File: src/rtl/if_prefetch_if.sv
`default_nettype none
// ============================================================================
//  Module      : if_prefetch_if
//  Description : Bundle of the fetch-stage buses. It carries the redirect
//                input, the instruction-memory read port, the decode-side
//                valid/ready output and the occupancy/flush status.
//  Revision    : 1.0 - initial release
// ============================================================================
interface if_prefetch_if #(
    parameter int ROM_AW = 6,
    parameter int DEPTH  = 4
);
    logic                     redirect;
    logic [31:0]              redirect_pc;
    logic                     imem_req;
    logic [ROM_AW-1:0]        imem_addr;
    logic [31:0]              imem_rdata;
    logic                     out_valid;
    logic                     out_ready;
    logic [31:0]              out_instr;
    logic [31:0]              out_pc;
    logic                     IF_flush;
    logic [$clog2(DEPTH):0]   level;

    // Fetch-stage side
    modport master (
        input  redirect, redirect_pc, imem_rdata, out_ready,
        output imem_req, imem_addr, out_valid, out_instr, out_pc, IF_flush, level
    );

    // Environment side: branch unit, instruction memory and decode
    modport slave (
        output redirect, redirect_pc, imem_rdata, out_ready,
        input  imem_req, imem_addr, out_valid, out_instr, out_pc, IF_flush, level
    );
endinterface
`default_nettype wire

File: src/rtl/if_prefetch.sv
`default_nettype none
// ============================================================================
//  Module      : if_prefetch
//  Description : Instruction-fetch stage with a DEPTH-entry prefetch queue.
//                Issues word reads to a one-cycle-latency memory, queues the
//                returned {pc, instr} pairs and drains them to decode over
//                valid/ready. A redirect flushes the queue and the in-flight
//                read.
//  Revision    : 1.0 - initial release
// ============================================================================
module if_prefetch #(
    parameter logic [31:0] RESET_PC = 32'h0000_0000,
    parameter int          ROM_AW   = 6,
    parameter int          DEPTH    = 4
) (
    input  wire logic       clk,
    input  wire logic       reset,
    if_prefetch_if.master   bus
);

    localparam int c_ptr_w = $clog2(DEPTH);
    localparam int c_cnt_w = c_ptr_w + 1;
    localparam int c_depth_int = DEPTH;
    localparam logic [c_cnt_w:0] c_depth_ext = c_depth_int[c_cnt_w:0];

    logic [31:0]        r_fetch_pc;
    logic               r_inflight;
    logic [31:0]        r_tag;
    logic [c_cnt_w-1:0] r_count;
    logic [c_ptr_w-1:0] r_wptr;
    logic [c_ptr_w-1:0] r_rptr;

    logic [31:0]        r_q_pc    [DEPTH];
    logic [31:0]        r_q_instr [DEPTH];

    logic [c_cnt_w:0]   w_credit;
    logic               w_req;
    logic               w_push;
    logic               w_pop;
    logic               w_nonempty;
    logic               w_unused;

    // Credit counts the outstanding read so a response always finds room;
    // a same-cycle pop is ignored on purpose to keep the issue path short.
    assign w_credit   = {1'b0, r_count} + {{c_cnt_w{1'b0}}, r_inflight};
    assign w_req      = reset && !bus.redirect && (w_credit < c_depth_ext);
    assign w_push     = r_inflight && !bus.redirect;
    assign w_nonempty = (r_count != '0);
    assign w_pop      = w_nonempty && bus.out_ready && !bus.redirect;

    // Low redirect bits are forced to zero, so they are intentionally dropped.
    assign w_unused   = ^bus.redirect_pc[1:0];

    assign bus.imem_req  = w_req;
    assign bus.imem_addr = r_fetch_pc[ROM_AW+1:2];
    assign bus.out_valid = reset && w_nonempty;
    assign bus.out_instr = r_q_instr[r_rptr];
    assign bus.out_pc    = r_q_pc[r_rptr];
    assign bus.IF_flush  = bus.redirect;
    assign bus.level     = reset ? r_count : '0;

    // Fetch PC, in-flight tracking and queue pointers/occupancy
    always_ff @(posedge clk) begin
        if (!reset) begin
            r_fetch_pc <= RESET_PC;
            r_inflight <= 1'b0;
            r_tag      <= '0;
            r_count    <= '0;
            r_wptr     <= '0;
            r_rptr     <= '0;
        end else if (bus.redirect) begin
            r_fetch_pc <= {bus.redirect_pc[31:2], 2'b00};
            r_inflight <= 1'b0;
            r_count    <= '0;
            r_wptr     <= '0;
            r_rptr     <= '0;
        end else begin
            r_inflight <= w_req;
            if (w_req) begin
                r_tag      <= r_fetch_pc;
                r_fetch_pc <= r_fetch_pc + 32'd4;
            end
            if (w_push) begin
                r_wptr <= r_wptr + 1'b1;
            end
            if (w_pop) begin
                r_rptr <= r_rptr + 1'b1;
            end
            case ({w_push, w_pop})
                2'b10:   r_count <= r_count + 1'b1;
                2'b01:   r_count <= r_count - 1'b1;
                default: r_count <= r_count;
            endcase
        end
    end

    // Queue storage: the response is written at the tail when it is accepted
    always_ff @(posedge clk) begin
        if (reset && w_push) begin
            r_q_pc[r_wptr]    <= r_tag;
            r_q_instr[r_wptr] <= bus.imem_rdata;
        end
    end

endmodule
`default_nettype wire

File: src/flat_wrapper.sv
// flat-port wrapper written by rule: the top's interface ports become plain ports
module if_prefetch_flat 
#(
    parameter logic [31:0] RESET_PC = 32'h0000_0000,
    parameter int          ROM_AW   = 6,
    parameter int          DEPTH    = 4
)
  (clk, reset, bus_redirect, bus_redirect_pc, bus_imem_rdata, bus_out_ready, bus_imem_req, bus_imem_addr, bus_out_valid, bus_out_instr, bus_out_pc, bus_IF_flush, bus_level);
  if_prefetch_if #(.ROM_AW(ROM_AW), .DEPTH(DEPTH)) bus_i ();
  input  wire logic clk;
  input  wire logic reset;
  input wire logic [$bits(bus_i.redirect)-1:0] bus_redirect;
  input wire logic [$bits(bus_i.redirect_pc)-1:0] bus_redirect_pc;
  input wire logic [$bits(bus_i.imem_rdata)-1:0] bus_imem_rdata;
  input wire logic [$bits(bus_i.out_ready)-1:0] bus_out_ready;
  output wire logic [$bits(bus_i.imem_req)-1:0] bus_imem_req;
  output wire logic [$bits(bus_i.imem_addr)-1:0] bus_imem_addr;
  output wire logic [$bits(bus_i.out_valid)-1:0] bus_out_valid;
  output wire logic [$bits(bus_i.out_instr)-1:0] bus_out_instr;
  output wire logic [$bits(bus_i.out_pc)-1:0] bus_out_pc;
  output wire logic [$bits(bus_i.IF_flush)-1:0] bus_IF_flush;
  output wire logic [$bits(bus_i.level)-1:0] bus_level;
  assign bus_i.redirect = bus_redirect;
  assign bus_i.redirect_pc = bus_redirect_pc;
  assign bus_i.imem_rdata = bus_imem_rdata;
  assign bus_i.out_ready = bus_out_ready;
  assign bus_imem_req = bus_i.imem_req;
  assign bus_imem_addr = bus_i.imem_addr;
  assign bus_out_valid = bus_i.out_valid;
  assign bus_out_instr = bus_i.out_instr;
  assign bus_out_pc = bus_i.out_pc;
  assign bus_IF_flush = bus_i.IF_flush;
  assign bus_level = bus_i.level;
  if_prefetch #(.RESET_PC(RESET_PC), .ROM_AW(ROM_AW), .DEPTH(DEPTH)) u_core (.clk(clk), .reset(reset), .bus(bus_i));
endmodule
File: config.mk
export PLATFORM = sky130hd
export DESIGN_NAME = if_prefetch_flat
export DESIGN_NICKNAME = d
export VERILOG_FILES = /design/src/rtl/if_prefetch_if.sv /design/src/rtl/if_prefetch.sv /design/src/flat_wrapper.sv
export SDC_FILE = /design/constraint.sdc
export NUM_CORES = 1
export LEC_CHECK = 0
export CAP_MARGIN = 25
export CORE_ASPECT_RATIO = 1.1
export CORE_MARGIN = 8
export CORE_UTILIZATION = 44
export CTS_CLUSTER_DIAMETER = 50
export DETAILED_ROUTE_END_ITERATION = 16
export PLACE_DENSITY = 0.65
export SLEW_MARGIN = 20
export SYNTH_ARGS = -nofsm -noshare
export SYNTH_HDL_FRONTEND = slang
export SYNTH_SLANG_ARGS = --single-unit
File: constraint.sdc
create_clock -name clk -period 3.2 [get_ports clk]
set_clock_uncertainty 0.1 [all_clocks]
set_input_delay 0.64 -clock clk [delete_from_list [all_inputs] [get_ports clk]]
set_output_delay 0.64 -clock clk [all_outputs]
set_load 0.01 [all_outputs]
==> flow_metrics.tcl, run 1 <==
set metrics [dict create \
    drive_gt1_share_pct 16.8 \
    tightestPinTransition_ns 0.524 \
    clock_latency_ns 0.50 \
    fp.dieW_um 175 \
    status "finished, final reports clean" \
    yosysWarnings 0 \
    hold_viol 0 \
    globalRouteTotalUtil_pct 14.9 \
    crit_fanout 26 \
    post_cts_resized 0 \
    finalMaxSlewViolations 0 \
    ys_types 46 \
    antenna_left 0 \
    clk_path_buf_depth 3 \
    avgViaCountPerCell 5.18 \
    rsz0062_at_grt "false" \
    htreeDepth 2 \
    final_core_util_pct 55.8 \
    fillers 2273 \
    drtIter0Drc 333 \
    final_nets 968 \
    cp-start-kind "register" \
    cts_made_buffers 36 \
    hold_path_class "register to register" \
    first_pass_iters 4 \
    rr_startpoint "u_core.r_count[0]" \
    finalSetupViolCount 0 \
    drt-met1-wl_um 11200 \
    pin_count 144 \
    drcViolationCount 0 \
    die_h_um 191 \
    finalWirelength_um 24800 \
    antenna_found_initial 0 \
    die-area_mm2 0.0334 \
    post-route-min-period_ns 3.05 \
    cellPowerDensity_mw_per_mm2 567 \
    hpwl_um 16200 \
    rows 64 \
    required_ns 2.46 \
    holdCritStartpoint "u_core.r_tag[7]" \
    highest_layer "met4" \
    yosysSeqAreaShare_pct 72.4 \
    fmax_mhz 328 \
    synthArstFlopShare_pct 0 \
    grt_pass1_wl_um 39400 \
    grt_overflow 0 \
    crit_type "register to output pin" \
    synth_area_per_cell_um2 16.7 \
    synth-seq-cells 318 \
    synth_edf_count 248 \
    cts.sinks 318 \
    finalSetupTns_ns 0 \
    cts_tree "built" \
    clockRootBuffer "clkbuf_16" \
    synth_ff_type "edfxtp_1" \
    port_buffers 139 \
    grt_max_degree 48 \
    drv_cap 0 \
    period_share_pct 95.4 \
    diodes 0 \
    wl_met3_um 1250 \
    crit_path_end_kind "output pin" \
    met2_length_um 12000 \
    gp_congestion 0.807 \
    initial_core_util_pct 44.4 \
    wl_per_cell_um 19.4 \
    slew-limit-headroom_pct 65.0 \
    synth_cells 733 \
    p_leak_nw 5.08 \
    vias 6650 \
    grt_pass1_vias 7033 \
    syn_to_final_growth_pct 25.7 \
    vdd_drop_max_uv 344 \
    core-area_mm2 0.0275 \
    clkTransAtPathRegs_ns 0.06 \
    synth_area_mm2 0.0122 \
    cp.arrival_ns 2.31 \
]
## sequential cells by signal, indices dropped and copies added (netlist names), named ones only
signal,flops
u_core.r_wptr,2
u_core.r_tag,30
u_core.r_rptr,2
u_core.r_q_pc,120
u_core.r_count,3
u_core.r_inflight,1
u_core.r_q_instr,128
u_core.r_fetch_pc,30
## per-layer routing
metal / vias up / GRT usage, %
li1: 3148 / -
met4: 0 / 3.85
met3: 39 / 3.39
met5: - / 0
met2: 156 / 24.7
met1: 3307 / 19.7
## synthesized netlist by cell type, drive strengths merged, types with 5 or more instances
library cell,count,share of area (%)
clkbuf,27,0.83
nor2,20,0.61
a21oi,56,2.3
o22ai,5,0.26
nand3,11,0.45
nor4,6,0.58
dfxtp,70,11
xnor2,8,0.57
mux4,62,11
inv,11,0.34
buf,20,1.0
nand2,85,2.6
nand4,13,0.72
xor2,20,1.4
a31oi,9,0.46
edfxtp,248,61
o21ai,17,0.70
nor3,5,0.29
ha,6,0.61
and2,6,0.31
and3,7,0.40
## cells by family after synthesis
kind of cell               share of synthesized area (%)
buffers and inverters                               2.20
xor gates and xnor gates                            2.01
other                                             0.0307
adders and majority gates                          0.778
and+or+nand+nor                                     6.75
DFF                                                 72.4
muxes                                               12.0
AOI/OAI and AO/OA                                   3.88
## stage by stage
step	std cells	instance area (um^2)	hold slack [ns]	setup WS, ns	total power [mW]
after floorplan	734	12200	0.345	0.708	4.76
after global placement	1215	14200	0.378	0.249	4.94
after detailed placement	1215	14200	0.390	0.237	4.95
after CTS	1283	15400	0.399	0.118	8.81
after global routing	1283	15400	0.414	0.0419	9.01
final	1283	15400	0.398	0.147	8.71
## worst max-delay path, stage by stage (launching register included)
cell             delay (ns)
dfxtp_4                0.65
buf_4                  0.30
mux4_2                 0.33
clkdlybuf4s50_1        0.50
## repair_timing
action	in CTS	in global routing
endpoints found under the setup margin	2	0
hold buffers	0	0
buffers inserted	3	0
## layout make-up
type                       count  area [um^2]  area share [%]
clock buffer                  49         1000            6.52
tap                          363          454            2.96
clock inverter                16          125           0.814
timing repair buffer         168         1760            11.4
multi-input combinational    358         3130            20.4
inverter                      11         41.3           0.269
sequential                   318         8860            57.6
## where the power goes
group / leakage, nW / total (mW) / switching (mW) / internal (mW)
combinational: 1.53 / 0.313 / 0.147 / 0.165
clock: 0.540 / 3.85 / 1.56 / 2.29
sequential: 3.01 / 4.55 / 0.0599 / 4.49
## cell usage in the layout (no fill, tap or decap), types with 4 or more instances in the layout
| cell | count |
|---|---|
| a21oi_1 | 55 |
| a31oi_1 | 9 |
| and2_1 | 6 |
| and3_4 | 4 |
| buf_12 | 12 |
| buf_4 | 17 |
| clkbuf_1 | 10 |
| clkbuf_16 | 38 |
| clkdlybuf4s50_1 | 139 |
| clkinv_1 | 8 |
| dfxtp_1 | 68 |
| edfxtp_1 | 248 |
| ha_1 | 6 |
| inv_1 | 11 |
| mux4_2 | 62 |
| nand2_1 | 85 |
| nand3_1 | 11 |
| nand4_1 | 12 |
| nor2_1 | 20 |
| o21ai_0 | 16 |
| o22ai_1 | 5 |
| xnor2_1 | 8 |
| xor2_1 | 20 |
## final timing paths
check / to / slack, ns / cells past startpoint
setup / recovery: bus_out_instr[31] / 0.15 / 3
hold / removal: u_core.r_tag[7] / 0.40 / 2
setup reg to reg: u_core.r_count[2] / 0.91 / 8
hold reg to reg: u_core.r_tag[7] / 0.40 / 2
Note: power is estimated with default switching activity, not from simulation.
==> inputs of run 2 (changes only) <==
Settings changed: CORE_MARGIN 8 to unset.
==> run 2 against run 1 <==
  * Cell count is 1.3% lower
  * Setup slack better by 0.068 ns
  * Total power is 3.1% lower
  * Largest cell class unchanged
  * Die area is 15% lower
  * Register-to-register slack hardly changed
  * Worst hold slack worse by 0.0073 ns
  * Flip-flop and latch count stayed put
==> flow_metrics.tcl, run 2 (synthesized netlist as in run 1, its figures left out) <==
set metrics [dict create \
    rows 63 \
    first_pass_iters 5 \
    htreeDepth 2 \
    syn_to_final_growth_pct 24.5 \
    drive_gt1_share_pct 16.4 \
    port_buffers 139 \
    grt_pass1_vias 6688 \
    finalMaxSlewViolations 0 \
    cellPowerDensity_mw_per_mm2 554 \
    rsz0062_at_grt "false" \
    grt_overflow 0 \
    die-area_mm2 0.0285 \
    finalWirelength_um 23700 \
    fmax_mhz 335 \
    drcViolationCount 0 \
    hold_path_class "register to register" \
    post-route-min-period_ns 2.99 \
    finalSetupViolCount 0 \
    die_h_um 177 \
    cts.sinks 318 \
    top_regs "u_core.r_q_instr (128), u_core.r_q_pc (120)" \
    fillers 2196 \
    power.total_mw 8.44 \
    crit_path_end_kind "output pin" \
    core-area_mm2 0.0271 \
    clkTransAtPathRegs_ns 0.06 \
    vdd_drop_max_uv 305 \
    hold_viol 0 \
    crit_fanout 30 \
    top_register "u_core.r_q_instr" \
    post_cts_resized 0 \
    p_leak_nw 5.02 \
    initial_core_util_pct 45.1 \
    cp-start-kind "register" \
    cts_setup_buffers 0 \
    required_ns 2.46 \
    wl_per_cell_um 18.7 \
    grt_pass1_wl_um 37400 \
    hpwl_um 15200 \
    gp_congestion 0.773 \
    globalRouteTotalUtil_pct 17.1 \
    status "finished, final reports clean" \
    final_cell_mix "248 x edfxtp_1, 139 x clkdlybuf4s50_1, 85 x nand2_1" \
    clockRootBuffer "clkbuf_16" \
    cp.arrival_ns 2.25 \
    slew-limit-headroom_pct 65.7 \
    clk_path_buf_depth 3 \
    crit_type "register to output pin" \
    drv_cap 0 \
    tightestPinTransition_ns 0.512 \
    drtIter0Drc 383 \
    fp.dieW_um 161 \
    period_share_pct 93.3 \
    final_nets 962 \
    avgViaCountPerCell 5.22 \
    cts_made_buffers 34 \
    antenna_left 0 \
    r2r_slack_ns 0.91 \
    antenna_found_initial 0 \
    fin_cells 1266 \
    largest_reg_flops 128 \
    finalSetupTns_ns 0 \
    grt_max_degree 48 \
    final_common_cell "edfxtp_1" \
    clock_latency_ns 0.50 \
    dp_cells 1208 \
    cts_tree "built" \
    diodes 0 \
    cts_hold_buffers 0 \
    vias 6614 \
    pin_count 144 \
]
run 2: cell type report:
type | count | area, um^2 | share of cell area [%]
Tap cell | 357 | 447 | 2.93
Clock inverter | 12 | 67.6 | 0.444
Sequential cell | 318 | 8860 | 58.2
Clock buffer | 46 | 958 | 6.29
Timing Repair Buffer | 164 | 1730 | 11.4
Inverter | 11 | 41.3 | 0.271
Multi-Input combinational cell | 358 | 3130 | 20.5
run 2: path summary, 6_finish.rpt:
check / start / end / depth (start not counted)
hold reg to reg: u_core.r_fetch_pc[11] / u_core.r_tag[11] / 2
setup / recovery: register / bus_out_pc[24] / 3
setup reg to reg: u_core.r_count[0] / u_core.r_count[2] / 8
hold / removal: u_core.r_fetch_pc[11] / u_core.r_tag[11] / 2
run 2: where the power goes:
group	internal [mW]	switching, mW	leakage [nW]
Sequential	4.49	0.0576	3.01
Combinational	0.166	0.147	1.51
Clock	2.10	1.48	0.500
run 2: layer usage:
metal	track usage, %	routed length [um]	vias up
li1	-	-	3118
met1	23.6	10800	3294
met2	28.0	11500	170
met3	2.91	1020	32
met4	4.76	416	0
met5	0	0	-
run 2: metrics by stage:
step / worst slack [ns] / hold slack [ns] / utilization, % / instance area [um^2]
after floorplan: 0.708 / 0.345 / - / 12200
after global placement: 0.211 / 0.369 / 52.4 / 14200
after detailed placement: 0.223 / 0.382 / 52.4 / 14200
after CTS: 0.146 / 0.396 / 56.2 / 15200
after global routing: 0.110 / 0.411 / 56.2 / 15200
final: 0.214 / 0.391 / 56.2 / 15200
run 2: critical path: stages (launching register included):
cell,delay [ns]
dfxtp_4,0.40
buf_12,0.27
mux4_2,0.54
clkdlybuf4s50_1,0.53
==> inputs of run 3 (changes only) <==
Settings changed: CTS_CLUSTER_DIAMETER 50 to 40.
Clock period 3.2 ns to 3.5 ns, I/O delays scaled along.
==> run 3 against run 2 <==
  * Via count increased by 0.80%
  * Setup slack improved by 0.015 ns
  * Clock power increased by 13%
  * Final area increased by 1.9%
  * Clock-buffer cell count increased by 3
  * Non-clock buffer count decreased by 2
  * Die area unchanged
  * Routed wire length increased by 0.32%
  * Sequential share of layout area decreased by 1.1 points
  * Flip-flop and latch count unchanged
  * Sequential power decreased by 8.4%
  * Global-route usage increased by 0.27 points
  * Largest cell class unchanged
==> flow_metrics.tcl, run 3 (synthesized netlist as in run 1, its figures left out) <==
set metrics [dict create \
    status "finished, final reports clean" \
    vdd_drop_max_uv 274 \
    cts_setup_buffers 0 \
    avgViaCountPerCell 5.22 \
    hold_path_class "register to register" \
    initial_core_util_pct 45.1 \
    drtIter0Drc 382 \
    grt_pass1_wl_um 38000 \
    cellPowerDensity_mw_per_mm2 548 \
    fillers 2138 \
    slew-limit-headroom_pct 65.2 \
    grt_overflow 0 \
    clkTransAtPathRegs_ns 0.06 \
    die-area_mm2 0.0285 \
    seqCellArea_mm2 0.00886 \
    top_register "u_core.r_q_instr" \
    cp.arrival_ns 2.47 \
    r2r_slack_ns 1.20 \
    rsz0062_at_grt "false" \
    finalMaxSlewViolations 0 \
    globalRouteTotalUtil_pct 17.3 \
    final_cell_mix "248 x edfxtp_1, 139 x clkdlybuf4s50_1, 85 x nand2_1" \
    crit_path_end_kind "output pin" \
    crit_fanout 18 \
    finalSetupViolCount 0 \
    antenna_found_initial 0 \
    first_pass_iters 5 \
    final_core_util_pct 57.2 \
    drive_gt1_share_pct 17.9 \
    top_regs "u_core.r_q_instr (128), u_core.r_q_pc (120)" \
    post_cts_resized 0 \
    vias 6667 \
    finalSetupTns_ns 0 \
    post-route-min-period_ns 3.27 \
    port_buffers 139 \
    pin_count 144 \
    hold_viol 0 \
    die_h_um 177 \
    cts_made_buffers 40 \
    grt_pass1_vias 6744 \
    grt_max_degree 48 \
    antenna_left 0 \
    drv_cap 0 \
    clockRootBuffer "clkbuf_16" \
    cts.sinks 318 \
    clock_latency_ns 0.50 \
    wl_per_cell_um 18.6 \
    cp-start-kind "register" \
    tightestPinTransition_ns 0.521 \
    cts_tree "built" \
    final_common_cell "edfxtp_1" \
    drcViolationCount 0 \
    final_nets 966 \
    syn_to_final_growth_pct 26.9 \
    multi_input_comb_area_mm2 0.00313 \
    rows 63 \
    hpwl_um 14900 \
    period_share_pct 93.4 \
    gp_congestion 0.829 \
    finalWirelength_um 23800 \
    required_ns 2.70 \
    clk_path_buf_depth 3 \
    htreeDepth 2 \
    diodes 0 \
    fmax_mhz 306 \
    core-area_mm2 0.0271 \
    cts_hold_buffers 0 \
    p_leak_nw 5.17 \
    fp.dieW_um 161 \
    largest_reg_flops 128 \
    crit_type "register to output pin" \
]
## run 3: cell type report
| type | count | area share, % |
|---|---|---|
| Timing Repair Buffer | 162 | 11.0 |
| Inverter | 11 | 0.266 |
| Tap cell | 357 | 2.88 |
| Multi-Input combinational cell | 358 | 20.2 |
| Clock inverter | 23 | 1.65 |
| Clock buffer | 49 | 7.00 |
| Sequential cell | 318 | 57.1 |
## run 3: worst paths after layout
check                   startpoint  cells past startpoint                 to
max reg2reg      u_core.r_count[2]                      8  u_core.r_count[2]
min reg2reg  u_core.r_fetch_pc[31]                      2   u_core.r_tag[31]
max                       register                      3     bus_out_pc[26]
min          u_core.r_fetch_pc[31]                      2   u_core.r_tag[31]
## run 3: worst max-delay path, stage by stage (launching register included)
cell,delay (ns)
dfxtp_4,0.66
buf_12,0.25
mux4_2,0.52
clkdlybuf4s50_1,0.53
## run 3: per-stage QoR
stage / area (um^2) / worst slack, ns / hold slack, ns / instances / power (mW)
CTS: 15500 / 0.131 / 0.392 / 1278 / 8.59
floorplan: 12200 / 0.948 / 0.345 / 734 / 4.36
global placement: 14200 / 0.379 / 0.371 / 1206 / 4.51
detailed placement: 14200 / 0.350 / 0.383 / 1206 / 4.52
global route: 15500 / 0.0816 / 0.419 / 1278 / 8.79
finish: 15500 / 0.230 / 0.394 / 1278 / 8.50
## run 3: power by group
group | total [mW] | internal [mW] | leakage [nW] | switching [mW]
logic | 0.281 | 0.150 | 1.50 | 0.131
registers | 4.16 | 4.10 | 3.01 | 0.0554
clock network | 4.06 | 2.53 | 0.659 | 1.53
total | 8.50 | 6.79 | 5.17 | 1.71
## run 3: per-layer routing
metal	global-route usage, %	vias to the layer above	wire length, um
li1	-	3134	-
met1	23.3	3318	10600
met2	28.8	182	11600
met3	3.33	33	1170
met4	4.87	0	372
met5	0	-	0
